`src/rtl/spi_cfg_regbank_pkg.sv`:
```
// Shared constants for the SPI configuration register bank.
//   CMD_WR_BIT  : command byte bit selecting write (1) or read (0)
//   ADDR_W      : command address field width
//   DEF_THRESH  : power-on Sobel threshold held in register 0
//   ST_*        : control FSM state encodings
package cfg_regbank_pkg;

  localparam int unsigned CMD_WR_BIT = 7;
  localparam int unsigned ADDR_W     = 7;

  localparam logic [7:0] DEF_THRESH = 8'd50;

  typedef logic [1:0] fsm_state_t;

  localparam fsm_state_t ST_IDLE = 2'd0;
  localparam fsm_state_t ST_CMD  = 2'd1;
  localparam fsm_state_t ST_DATA = 2'd2;

endpackage

```
`src/rtl/spi_cfg_regbank_if.sv`:
```
// SPI pin bundle for the configuration register bank.
//   spi_cs   : chip select, active low
//   spi_sck  : SPI clock, mode 0
//   spi_mosi : host-to-device data, MSB first
//   spi_miso : device-to-host data, MSB first
// master drives cs/sck/mosi; slave drives miso.
interface spi_cfg_regbank_if;
  logic spi_cs;
  logic spi_sck;
  logic spi_mosi;
  logic spi_miso;

  modport master (output spi_cs, output spi_sck, output spi_mosi, input spi_miso);
  modport slave  (input spi_cs, input spi_sck, input spi_mosi, output spi_miso);
endinterface

```
`src/rtl/spi_cfg_regbank_rx_sync.sv`:
```
// SPI front end in the sclk domain: pin synchronisers, SCK edge detection,
// receive shifter with byte strobe, and the MISO transmit shifter.
//   sclk, s_rst_n     : system clock, async active-low reset
//   spi_cs/sck/mosi   : raw asynchronous SPI pins
//   tx_load, tx_data  : load the transmit shifter (priority over shifting)
//   cs_active         : synchronised chip select asserted
//   cs_fall           : one-cycle strobe on chip select assertion
//   byte_done, rx_byte: one-cycle strobe with the completed received byte
//   spi_miso          : transmit shifter MSB, forced low while deselected
module spi_byte_rx_sync (
  input  logic       sclk,
  input  logic       s_rst_n,
  input  logic       spi_cs,
  input  logic       spi_sck,
  input  logic       spi_mosi,
  input  logic       tx_load,
  input  logic [7:0] tx_data,
  output logic       cs_active,
  output logic       cs_fall,
  output logic       byte_done,
  output logic [7:0] rx_byte,
  output logic       spi_miso
);

  logic [2:0] cs_q;
  logic [2:0] sck_q;
  logic [1:0] mosi_q;
  logic [2:0] bit_cnt;
  logic [6:0] rx_shift;
  logic [7:0] tx_shift;
  logic       sck_rise;
  logic       sck_fall;

  // Stages 0/1 synchronise, stage 2 is the previous value for edge detect.
  // MOSI uses the same depth so it lines up with the detected SCK edge.
  always_ff @(posedge sclk or negedge s_rst_n) begin
    if (!s_rst_n) begin
      cs_q   <= '0;
      sck_q  <= '0;
      mosi_q <= '0;
    end else begin
      cs_q   <= {cs_q[1:0], spi_cs};
      sck_q  <= {sck_q[1:0], spi_sck};
      mosi_q <= {mosi_q[0], spi_mosi};
    end
  end

  assign cs_active = ~cs_q[1];
  assign cs_fall   = ~cs_q[1] & cs_q[2];
  assign sck_rise  = sck_q[1] & ~sck_q[2];
  assign sck_fall  = ~sck_q[1] & sck_q[2];

  always_ff @(posedge sclk or negedge s_rst_n) begin
    if (!s_rst_n) begin
      bit_cnt   <= '0;
      rx_shift  <= '0;
      rx_byte   <= '0;
      byte_done <= 1'b0;
    end else begin
      byte_done <= 1'b0;
      if (!cs_active) begin
        bit_cnt  <= '0;
        rx_shift <= '0;
      end else if (sck_rise) begin
        bit_cnt  <= bit_cnt + 3'd1;
        rx_shift <= {rx_shift[5:0], mosi_q[1]};
        if (bit_cnt == 3'd7) begin
          byte_done <= 1'b1;
          rx_byte   <= {rx_shift, mosi_q[1]};
        end
      end
    end
  end

  // No shift on the fall after the 8th rise (bit_cnt back at 0): the
  // freshly loaded byte must present its MSB for the next rise.
  always_ff @(posedge sclk or negedge s_rst_n) begin
    if (!s_rst_n) begin
      tx_shift <= '0;
    end else if (!cs_active) begin
      tx_shift <= '0;
    end else if (tx_load) begin
      tx_shift <= tx_data;
    end else if (sck_fall && bit_cnt != '0) begin
      tx_shift <= {tx_shift[6:0], 1'b0};
    end
  end

  assign spi_miso = cs_active & tx_shift[7];

endmodule

```
`src/rtl/spi_cfg_regbank.sv`:
```
// SPI-programmable bank of NUM_REGS 8-bit configuration registers.
// Command byte: bit7 write/read, bits6:0 start address; following bytes
// access consecutive addresses (wrapping 127 -> 0). Host writes land in a
// shadow copy which is copied to the active copy on each vsync rising edge.
// Build option CFG_IMMEDIATE_EN: no shadow, writes hit the active copy
// directly, cfg_update pulses per write and vsync is ignored.
//   sclk, s_rst_n : system clock, async active-low reset
//   spi           : SPI pins (slave modport)
//   vsync         : asynchronous frame sync
//   cfg_regs      : active register values, reg i at [8i+7:8i]
//   cfg_update    : one-cycle pulse when the active copy reloads
//   cfg_err       : sticky out-of-range access flag
module spi_cfg_regbank
  import cfg_regbank_pkg::*;
#(
  parameter int unsigned               NUM_REGS = 8,
  parameter logic [NUM_REGS*8-1:0]     RST_VALS = {{(NUM_REGS-1){8'h00}}, DEF_THRESH}
) (
  input  logic                  sclk,
  input  logic                  s_rst_n,
  spi_cfg_regbank_if.slave      spi,
  input  logic                  vsync,
  output logic [NUM_REGS*8-1:0] cfg_regs,
  output logic                  cfg_update,
  output logic                  cfg_err
);

  localparam int unsigned       IDX_W     = $clog2(NUM_REGS);
  localparam logic [ADDR_W:0]   REG_LIMIT = (ADDR_W+1)'(NUM_REGS);

  fsm_state_t        state;
  logic              rw;
  logic [ADDR_W-1:0] addr;
  logic [ADDR_W-1:0] addr_next;
  logic              addr_ok;
  logic              cs_active;
  logic              cs_fall;
  logic              byte_done;
  logic [7:0]        rx_byte;
  logic              tx_load;
  logic [7:0]        tx_data;
  logic              wr_en;
  logic [7:0]        active [NUM_REGS];
`ifndef CFG_IMMEDIATE_EN
  logic [7:0]        shadow [NUM_REGS];
  logic [2:0]        vs_q;
  logic              vs_rise;
`else
  logic              vsync_unused;
  assign vsync_unused = vsync;
`endif

  spi_byte_rx_sync u_rx (
    .sclk      (sclk),
    .s_rst_n   (s_rst_n),
    .spi_cs    (spi.spi_cs),
    .spi_sck   (spi.spi_sck),
    .spi_mosi  (spi.spi_mosi),
    .tx_load   (tx_load),
    .tx_data   (tx_data),
    .cs_active (cs_active),
    .cs_fall   (cs_fall),
    .byte_done (byte_done),
    .rx_byte   (rx_byte),
    .spi_miso  (spi.spi_miso)
  );

  assign addr_ok = ({1'b0, addr} < REG_LIMIT);
  assign wr_en   = cs_active && (state == ST_DATA) && byte_done && rw && addr_ok;

  // Next byte to shift out: the command's own address after the command
  // byte, otherwise the following address in the burst.
  always_comb begin
    addr_next = (state == ST_CMD) ? rx_byte[ADDR_W-1:0] : addr + ADDR_W'(1);
    tx_load   = byte_done && ((state == ST_CMD) || (state == ST_DATA));
    tx_data   = '0;
    if ({1'b0, addr_next} < REG_LIMIT) begin
`ifndef CFG_IMMEDIATE_EN
      tx_data = shadow[addr_next[IDX_W-1:0]];
`else
      tx_data = active[addr_next[IDX_W-1:0]];
`endif
    end
  end

  always_ff @(posedge sclk or negedge s_rst_n) begin
    if (!s_rst_n) begin
      state   <= ST_IDLE;
      rw      <= 1'b0;
      addr    <= '0;
      cfg_err <= 1'b0;
    end else if (!cs_active) begin
      state <= ST_IDLE;
    end else begin
      case (state)
        ST_IDLE: if (cs_fall) state <= ST_CMD;
        ST_CMD: begin
          if (byte_done) begin
            rw    <= rx_byte[CMD_WR_BIT];
            addr  <= rx_byte[ADDR_W-1:0];
            state <= ST_DATA;
          end
        end
        ST_DATA: begin
          if (byte_done) begin
            addr <= addr_next;
            if (!addr_ok) cfg_err <= 1'b1;
          end
        end
        default: state <= ST_IDLE;
      endcase
    end
  end

`ifndef CFG_IMMEDIATE_EN
  always_ff @(posedge sclk or negedge s_rst_n) begin
    if (!s_rst_n) begin
      vs_q <= '0;
    end else begin
      vs_q <= {vs_q[1:0], vsync};
    end
  end

  assign vs_rise = vs_q[1] & ~vs_q[2];

  always_ff @(posedge sclk or negedge s_rst_n) begin
    if (!s_rst_n) begin
      for (int unsigned i = 0; i < NUM_REGS; i++) shadow[i] <= RST_VALS[8*i +: 8];
    end else if (wr_en) begin
      shadow[addr[IDX_W-1:0]] <= rx_byte;
    end
  end

  // A write landing on the same edge as vsync is not seen here: the copy
  // samples the shadow before that edge's update.
  always_ff @(posedge sclk or negedge s_rst_n) begin
    if (!s_rst_n) begin
      for (int unsigned i = 0; i < NUM_REGS; i++) active[i] <= RST_VALS[8*i +: 8];
      cfg_update <= 1'b0;
    end else begin
      cfg_update <= vs_rise;
      if (vs_rise) active <= shadow;
    end
  end
`else
  always_ff @(posedge sclk or negedge s_rst_n) begin
    if (!s_rst_n) begin
      for (int unsigned i = 0; i < NUM_REGS; i++) active[i] <= RST_VALS[8*i +: 8];
      cfg_update <= 1'b0;
    end else begin
      cfg_update <= wr_en;
      if (wr_en) active[addr[IDX_W-1:0]] <= rx_byte;
    end
  end
`endif

  always_comb begin
    cfg_regs = '0;
    for (int unsigned i = 0; i < NUM_REGS; i++) cfg_regs[8*i +: 8] = active[i];
  end

endmodule

```
`src/flat_wrapper.sv`:
```
// flat-port wrapper written by rule: the top's interface ports become plain ports
module spi_cfg_regbank_flat import cfg_regbank_pkg::*;
#(
  parameter int unsigned               NUM_REGS = 8,
  parameter logic [NUM_REGS*8-1:0]     RST_VALS = {{(NUM_REGS-1){8'h00}}, DEF_THRESH}
)
  (sclk, s_rst_n, vsync, cfg_regs, cfg_update, cfg_err, spi_spi_cs, spi_spi_sck, spi_spi_mosi, spi_spi_miso);
  spi_cfg_regbank_if spi_i ();
  input  logic sclk;
  input  logic s_rst_n;
  input  logic vsync;
  output logic [NUM_REGS*8-1:0] cfg_regs;
  output logic cfg_update;
  output logic cfg_err;
  input wire logic [$bits(spi_i.spi_cs)-1:0] spi_spi_cs;
  input wire logic [$bits(spi_i.spi_sck)-1:0] spi_spi_sck;
  input wire logic [$bits(spi_i.spi_mosi)-1:0] spi_spi_mosi;
  output wire logic [$bits(spi_i.spi_miso)-1:0] spi_spi_miso;
  assign spi_i.spi_cs = spi_spi_cs;
  assign spi_i.spi_sck = spi_spi_sck;
  assign spi_i.spi_mosi = spi_spi_mosi;
  assign spi_spi_miso = spi_i.spi_miso;
  spi_cfg_regbank #(.NUM_REGS(NUM_REGS), .RST_VALS(RST_VALS)) u_core (.sclk(sclk), .s_rst_n(s_rst_n), .spi(spi_i), .vsync(vsync), .cfg_regs(cfg_regs), .cfg_update(cfg_update), .cfg_err(cfg_err));
endmodule
```
`config.mk`:
```
export PLATFORM = sky130hd
export DESIGN_NAME = spi_cfg_regbank_flat
export DESIGN_NICKNAME = d
export VERILOG_FILES = /design/src/rtl/spi_cfg_regbank_pkg.sv /design/src/rtl/spi_cfg_regbank_if.sv /design/src/rtl/spi_cfg_regbank_rx_sync.sv /design/src/rtl/spi_cfg_regbank.sv /design/src/flat_wrapper.sv
export SDC_FILE = /design/constraint.sdc
export NUM_CORES = 1
export LEC_CHECK = 0
export BUFFER_PORTS_ARGS = -buffer_cell sky130_fd_sc_hd__buf_4
export CAP_MARGIN = 25
export CORE_AREA = 2 2 124 126
export CTS_CLUSTER_SIZE = 30
export DETAILED_ROUTE_END_ITERATION = 8
export DIE_AREA = 0 0 126 128
export GPL_TIMING_DRIVEN = 0
export PLACE_DENSITY = 0.78
export SYNTH_ARGS = -nofsm -noshare
export SYNTH_HDL_FRONTEND = slang
export SYNTH_SLANG_ARGS = --single-unit
export TNS_END_PERCENT = 10
```
`constraint.sdc`:
```
create_clock -name sclk -period 3.1 [get_ports sclk]
set_input_delay 0.62 -clock sclk [delete_from_list [all_inputs] [get_ports sclk]]
set_output_delay 0.62 -clock sclk [all_outputs]
set_load 0.01 [all_outputs]
```
==> impl_metrics.ini, run 1 <==
[outcome]
outcome = finished, final reports clean

[critical_path]
worst_setup_path_start_kind = flop
rr_endpoint = u_core.u_rx.tx_shift[4]$_DFFE_PN0P_
cp-end-kind = flop
criticalPathCategory = flop to flop
ff2ff_path_depth = 8
worst-r2r-setup-slack_ns = 0.04
crit_arrival_ns = 3.42
crit_path_max_fanout = 10
r2r-start = u_core.state[1]$_DFFE_PN0P_
critical_path_required_ns = 3.46

[power]
ir_drop_mv = 0.385
p_leak_nw = 4.43
p_per_area_mw_per_mm2 = 525

[floorplan]
rows = 45
core-area_mm2 = 0.0149
dieHeight_um = 128
io_pins = 73
start_util = 0.540
die_w_um = 126
dieArea_mm2 = 0.0161

[clocking]
clk_latency_ns = 0.43
cts-htree-levels = 4
root_buffer = clkbuf_16
cts_hold_buf = 0
clockBufferDepth = 2
cts_buffers = 17
clk_pin_slew_ns = 0.07
ctsResizeCount = 0
clock-sinks = 178
post-cts-setup-buffers = 0
cts_tree = done

[placed_design]
dp_slack_ns = 0.231
dpl_cell_area_mm2 = 0.00884
place_congestion = 0.913
dpl.hpwl_mm = 15.5
io_buffers = 72

[detailed_routing]
antenna_left = 0
drcViolationCount = 0
vias = 5894
routed_wl_mm = 21.9
first_pass_iters = 6
drt_iter0_markers = 460
wl_per_cell_um = 22.5
viasPerCell = 6.05

[sta]
slew_headroom = 0.411
hold_viol_final = 0
fin_ws_ns = 0.0414
period_share = 0.987
slew_viol_final = 0
finalCriticalPeriod_ns = 3.06
fmax_ghz = 0.327
grt_setup_unrepaired = false
setup_viol = 0
fin_setup_tns_ns = 0
worst_pin_slew_ns = 0.880
clock_skew_ns = 0.00999

[min_path]
min-delay-path-class = primary input to asynchronous set/reset pin

[finish]
post-route-util = 0.636
area_growth_syn_to_layout_pct = 17.6
finalInstanceArea_mm2 = 0.00945
nets = 787
drive_gt1_frac = 0.312
diodes = 0

[synth]
synth_most_common_cell = dfrtp_1
synthesis.nets = 695
synth_top_area_frac = 0.536
ys_types = 51
synth_seq_cells = 178
ys_dominant_reg_cell = dfrtp_1
synth.area.mux_share = 0.177
synth_area_leaders = dfrtp_1 54%, mux2_2 16%, o21ai_0 3.9%
syn_avg_cell_area_um2 = 11.8
yosysSeqAreaShare = 0.555
synth_xor_area_frac = 0.00436
synth_top_family_by_area = multiplexers
syn_inst = 681
synth_compound_area_frac = 0.137
synth-simple-area-share = 0.0759
ys_top_cells_by_count = 172 x dfrtp_1, 114 x mux2_2, 62 x o21ai_0
yosysWarnings = 0
async_flop_share = 1.00
synth_edf_count = 0
synth_area_leader_cell = dfrtp_1
netlist_area_mm2 = 0.00803
synth-adder-area-share = 0.0125

[global_route]
grt_pass1_vias = 6021
grt_antenna_before_repair = 1
track_usage = 0.281
gr-total-overflow = 0
grt_pass1_wl_mm = 33.9
grt_max_degree = 105

[run]
cap_violations = 0
## metal layers
metal  vias to the layer above  share of wire  global-route usage
li1                       2642              -                   -
met1                      2952           0.40               0.359
met2                       248           0.49               0.461
met3                        50          0.069              0.0684
met4                         2          0.032               0.120
met5                         -        0.00059                   0
## state kept, by name, indices dropped and copies added, names as in the netlist, 2 cells and up
| register | flops |
|---|---|
| u_core.u_rx.bit_cnt | 3 |
| u_core.state | 2 |
| u_core.u_rx.mosi_q | 2 |
| u_core.vs_q | 3 |
| u_core.u_rx.cs_q | 3 |
| u_core.addr | 7 |
| u_core.u_rx.rx_byte | 8 |
| u_core.u_rx.rx_shift | 7 |
| u_core.cfg_regs | 64 |
| u_core.u_rx.tx_shift | 8 |
| u_core.u_rx.sck_q | 3 |
| u_core.shadow | 64 |
## placed cells by master (no fill, tap or decap), types with 6 or more instances in the layout
cell         n
inv_1       23
nand2_1     48
o21ai_0     62
nor2_1      13
a21oi_1     33
clkbuf_16   17
o2bb2ai_1    7
buf_2       10
nand2b_1    19
nor3_1       7
dfrtp_1    172
a211oi_1    15
buf_4       71
ha_1         8
buf_1        6
dfstp_2      6
mux2_2     114
o32ai_1      7
mux2i_1      9
clkbuf_1    38
o211ai_1    14
a221oi_1    14
o31ai_1      7
## logic make-up after synthesis
logic type | count (synthesis)
and+or+nand+nor | 114
muxes | 125
adders and majority gates | 8
AOI/OAI and AO/OA | 174
xor gates and xnor gates | 4
DFF | 178
buffers and inverters | 78
## cell type report
class,instances,area (µm²)
plain buffers,55,220
repair buffers,73,576
fillers,1207,5410
multi-input cells,425,3260
well taps,188,235
inverters,23,86.3
clock inverters,14,168
flip-flops and latches,178,4460
clock buffers,18,439
## worst max-delay path by stage
| stage | end | cells past startpoint | startpoint | slack (ns) |
|---|---|---|---|---|
| 2_1_floorplan | u_core.u_rx.tx_shift[0]$_DFFE_PN0P_ | 6 | u_core.addr[0]$_DFFE_PN0P_ | 1.05 |
| 3_3_place_gp | u_core.u_rx.tx_shift[4]$_DFFE_PN0P_ | 8 | u_core.state[1]$_DFFE_PN0P_ | 0.28 |
| 3_5_place_dp | u_core.u_rx.tx_shift[4]$_DFFE_PN0P_ | 8 | u_core.state[1]$_DFFE_PN0P_ | 0.23 |
| 4_1_cts | u_core.u_rx.tx_shift[4]$_DFFE_PN0P_ | 8 | u_core.state[1]$_DFFE_PN0P_ | 0.22 |
| 5_1_grt | u_core.u_rx.tx_shift[4]$_DFFE_PN0P_ | 8 | u_core.state[1]$_DFFE_PN0P_ | 0.04 |
| 6_report | u_core.u_rx.tx_shift[4]$_DFFE_PN0P_ | 8 | u_core.state[1]$_DFFE_PN0P_ | 0.04 |
## report_power, final
| part | internal [mW] | switching [mW] | total, mW | leakage (nW) |
|---|---|---|---|---|
| Sequential | 2.33 | 0.00760 | 2.34 | 2.44 |
| Clock | 1.23 | 0.963 | 2.20 | 0.289 |
| Combinational | 0.122 | 0.297 | 0.419 | 1.71 |
| Total | 3.69 | 1.27 | 4.96 | 4.43 |
## metrics by stage
step | hold slack (ns) | power, mW | std cells
finish | 0.230 | 4.96 | 974
detailed placement | 0.336 | 2.80 | 942
global placement | 0.331 | 2.78 | 941
CTS | 0.251 | 4.98 | 974
floorplan | 0.324 | 2.62 | 681
global route | 0.274 | 5.11 | 974
## worst max-delay path: stages (launching register included)
cell and delay [ns]:
dfrtp_1 0.40, inv_1 0.11, ha_1 0.30, buf_2 0.31
buf_2 0.28, buf_1 0.44, a221oi_1 0.21, o32ai_1 0.75
o2bb2ai_1 0.18
Power figures use the tool's default switching activity.
==> inputs of run 2 (changes only) <==
--- a/config.mk
+++ b/config.mk
@@ -7,12 +7,14 @@
 export LEC_CHECK = 0
 export BUFFER_PORTS_ARGS = -buffer_cell sky130_fd_sc_hd__buf_4
 export CAP_MARGIN = 25
-export CORE_AREA = 2 2 124 126
+export CELL_PAD_IN_SITES_DETAIL_PLACEMENT = 1
+export CELL_PAD_IN_SITES_GLOBAL_PLACEMENT = 1
+export CORE_AREA = 2 2 128 130
 export CTS_CLUSTER_SIZE = 30
 export DETAILED_ROUTE_END_ITERATION = 8
-export DIE_AREA = 0 0 126 128
+export DIE_AREA = 0 0 130 132
 export GPL_TIMING_DRIVEN = 0
-export PLACE_DENSITY = 0.78
+export PLACE_DENSITY = 0.88
 export SYNTH_ARGS = -nofsm -noshare
 export SYNTH_HDL_FRONTEND = slang
 export SYNTH_SLANG_ARGS = --single-unit
==> impl_metrics.ini, run 2 (synthesis gave the netlist of run 1 again) <==
[global_route]
grt_max_degree = 95
grt_antenna_before_repair = 0
gr-total-overflow = 0
grt_pass1_vias = 6602
track_usage = 0.298
grt_pass1_wl_mm = 38.0

[floorplan]
dieHeight_um = 132
core-area_mm2 = 0.0157
io_pins = 73
start_util = 0.511
rows = 46
die_w_um = 130
dieArea_mm2 = 0.0172

[critical_path]
cpMostUsedCell = buf_2
crit_path_max_incr_delay_ns = 0.51
criticalPathCategory = flop to flop
critical_path_required_ns = 3.45
crit_arrival_ns = 3.23
path_cells = inv_1, ha_1, buf_2, buf_2, buf_1, a221oi_1, o32ai_1, o2bb2ai_1
critPathSlowestCell = o32ai_1
crit_path_max_fanout = 10
cp-end-kind = flop
worst_setup_path_start_kind = flop

[clocking]
clk_pin_slew_ns = 0.07
clk_latency_ns = 0.43
cts-htree-levels = 4
cts_tree = done
root_buffer = clkbuf_16
post-cts-setup-buffers = 0
cts_hold_buf = 0
clock-sinks = 178
cts_buffers = 17
ctsResizeCount = 0
clockBufferDepth = 2

[power]
p_per_area_mw_per_mm2 = 522
power_mw = 4.95
p_leak_nw = 4.44
ir_drop_mv = 0.339

[sta]
slew_headroom = 0.390
hold_viol_final = 0
slew_viol_final = 0
finalCriticalPeriod_ns = 2.88
worst_pin_slew_ns = 0.911
grt_setup_unrepaired = false
period_share = 0.930
clock_skew_ns = 0.0108
fmax_ghz = 0.347
fin_setup_tns_ns = 0
setup_viol = 0

[detailed_routing]
wl_met3_mm = 1.07
viasPerCell = 6.00
wl_per_cell_um = 24.6
vias = 6014
drcViolationCount = 0
routed_wl_mm = 24.7
first_pass_iters = 5
antenna_left = 0
highest_layer = met4
dr_wl_met2_mm = 12.6
drt_iter0_markers = 407
wl_met1_mm = 10.1

[finish]
diodes = 0
final_cell_mix = 172 x dfrtp_1, 114 x mux2_2, 71 x buf_4, 62 x o21ai_0, 48 x nand2_1
layout_commonest_cell = dfrtp_1
nets = 787
fillers = 1637
drive_gt1_frac = 0.308
area_growth_syn_to_layout_pct = 18.1

[min_path]
min-delay-path-class = primary input to asynchronous set/reset pin

[placed_design]
io_buffers = 72
place_congestion = 0.941
dpl.hpwl_mm = 17.4

[run]
cap_violations = 0

[outcome]
outcome = finished, final reports clean
==> run 2: changes by cell type in the layout (fill, tap and decap cells not counted) <==
cell	change
clkbuf_1	+4
clkbuf_8	+4
inv_6	-4
clkinvlp_4	-2
buf_1	-1
clkbuf_2	+1
clkinv_2	-1
clkinv_4	+1
clkinv_8	-1
inv_8	-1
==> run 2: metal layers <==
layer  track usage  vias up
met5             0        -
met4         0.128        0
met1         0.369     3118
met2         0.510      199
li1              -     2642
met3        0.0519       55
==> run 2: power by group <==
part | internal, mW | leakage [nW] | switching (mW)
combinational | 0.123 | 1.71 | 0.298
sequential | 2.34 | 2.44 | 0.00825
clock | 1.30 | 0.291 | 0.885
==> run 2: final cells by class <==
cell class / instances / area (µm²) / share of cell area
buffer: 55 / 221 / 0.0234
sequential: 178 / 4460 / 0.471
multi-input combinational: 425 / 3260 / 0.344
tap: 216 / 270 / 0.0285
inverter: 23 / 86.3 / 0.00910
clock buffer: 26 / 509 / 0.0537
clock inverter: 6 / 93.8 / 0.00990
timing repair buffer: 73 / 576 / 0.0607
==> run 2: through the flow <==
step	util	setup slack, ns	hold slack, ns	area (µm²)	std cells
6_report	0.604	0.216	0.197	9480	1002
5_1_grt	0.604	0.0934	0.255	9480	1002
4_1_cts	0.603	0.153	0.233	9480	1002
3_5_place_dp	0.565	0.185	0.340	8880	970
3_3_place_gp	0.563	0.277	0.334	8840	969
2_1_floorplan	-	1.05	0.324	8030	681
==> run 2: worst paths after layout <==
check	end	startpoint	cells after the start	slack, ns
worst min register to register	u_core.u_rx.sck_q[1]$_DFF_PN0_	u_core.u_rx.sck_q[0]$_DFF_PN0_	0	0.35
min in group sclk	u_core.vs_q[0]$_DFF_PN0_	vsync	1	0.30
worst max register to register	u_core.u_rx.tx_shift[4]$_DFFE_PN0P_	u_core.state[1]$_DFFE_PN0P_	8	0.22
worst max-delay path	u_core.u_rx.tx_shift[4]$_DFFE_PN0P_	u_core.state[1]$_DFFE_PN0P_	8	0.22
worst min-delay path	u_core.vs_q[2]$_DFF_PN0_	s_rst_n	1	0.20
max in group asynchronous	u_core.u_rx.tx_shift[0]$_DFFE_PN0P_	s_rst_n	2	2.03
==> run 2: critical path, delay by kind of cell, from the launching register on <==
family	cells	cell delay [ns]
flip-flops	1	0.41
buffers and inverters	4	1.18
AO/OA/AOI/OAI	3	0.91
adder cells (fa/ha/maj)	1	0.30
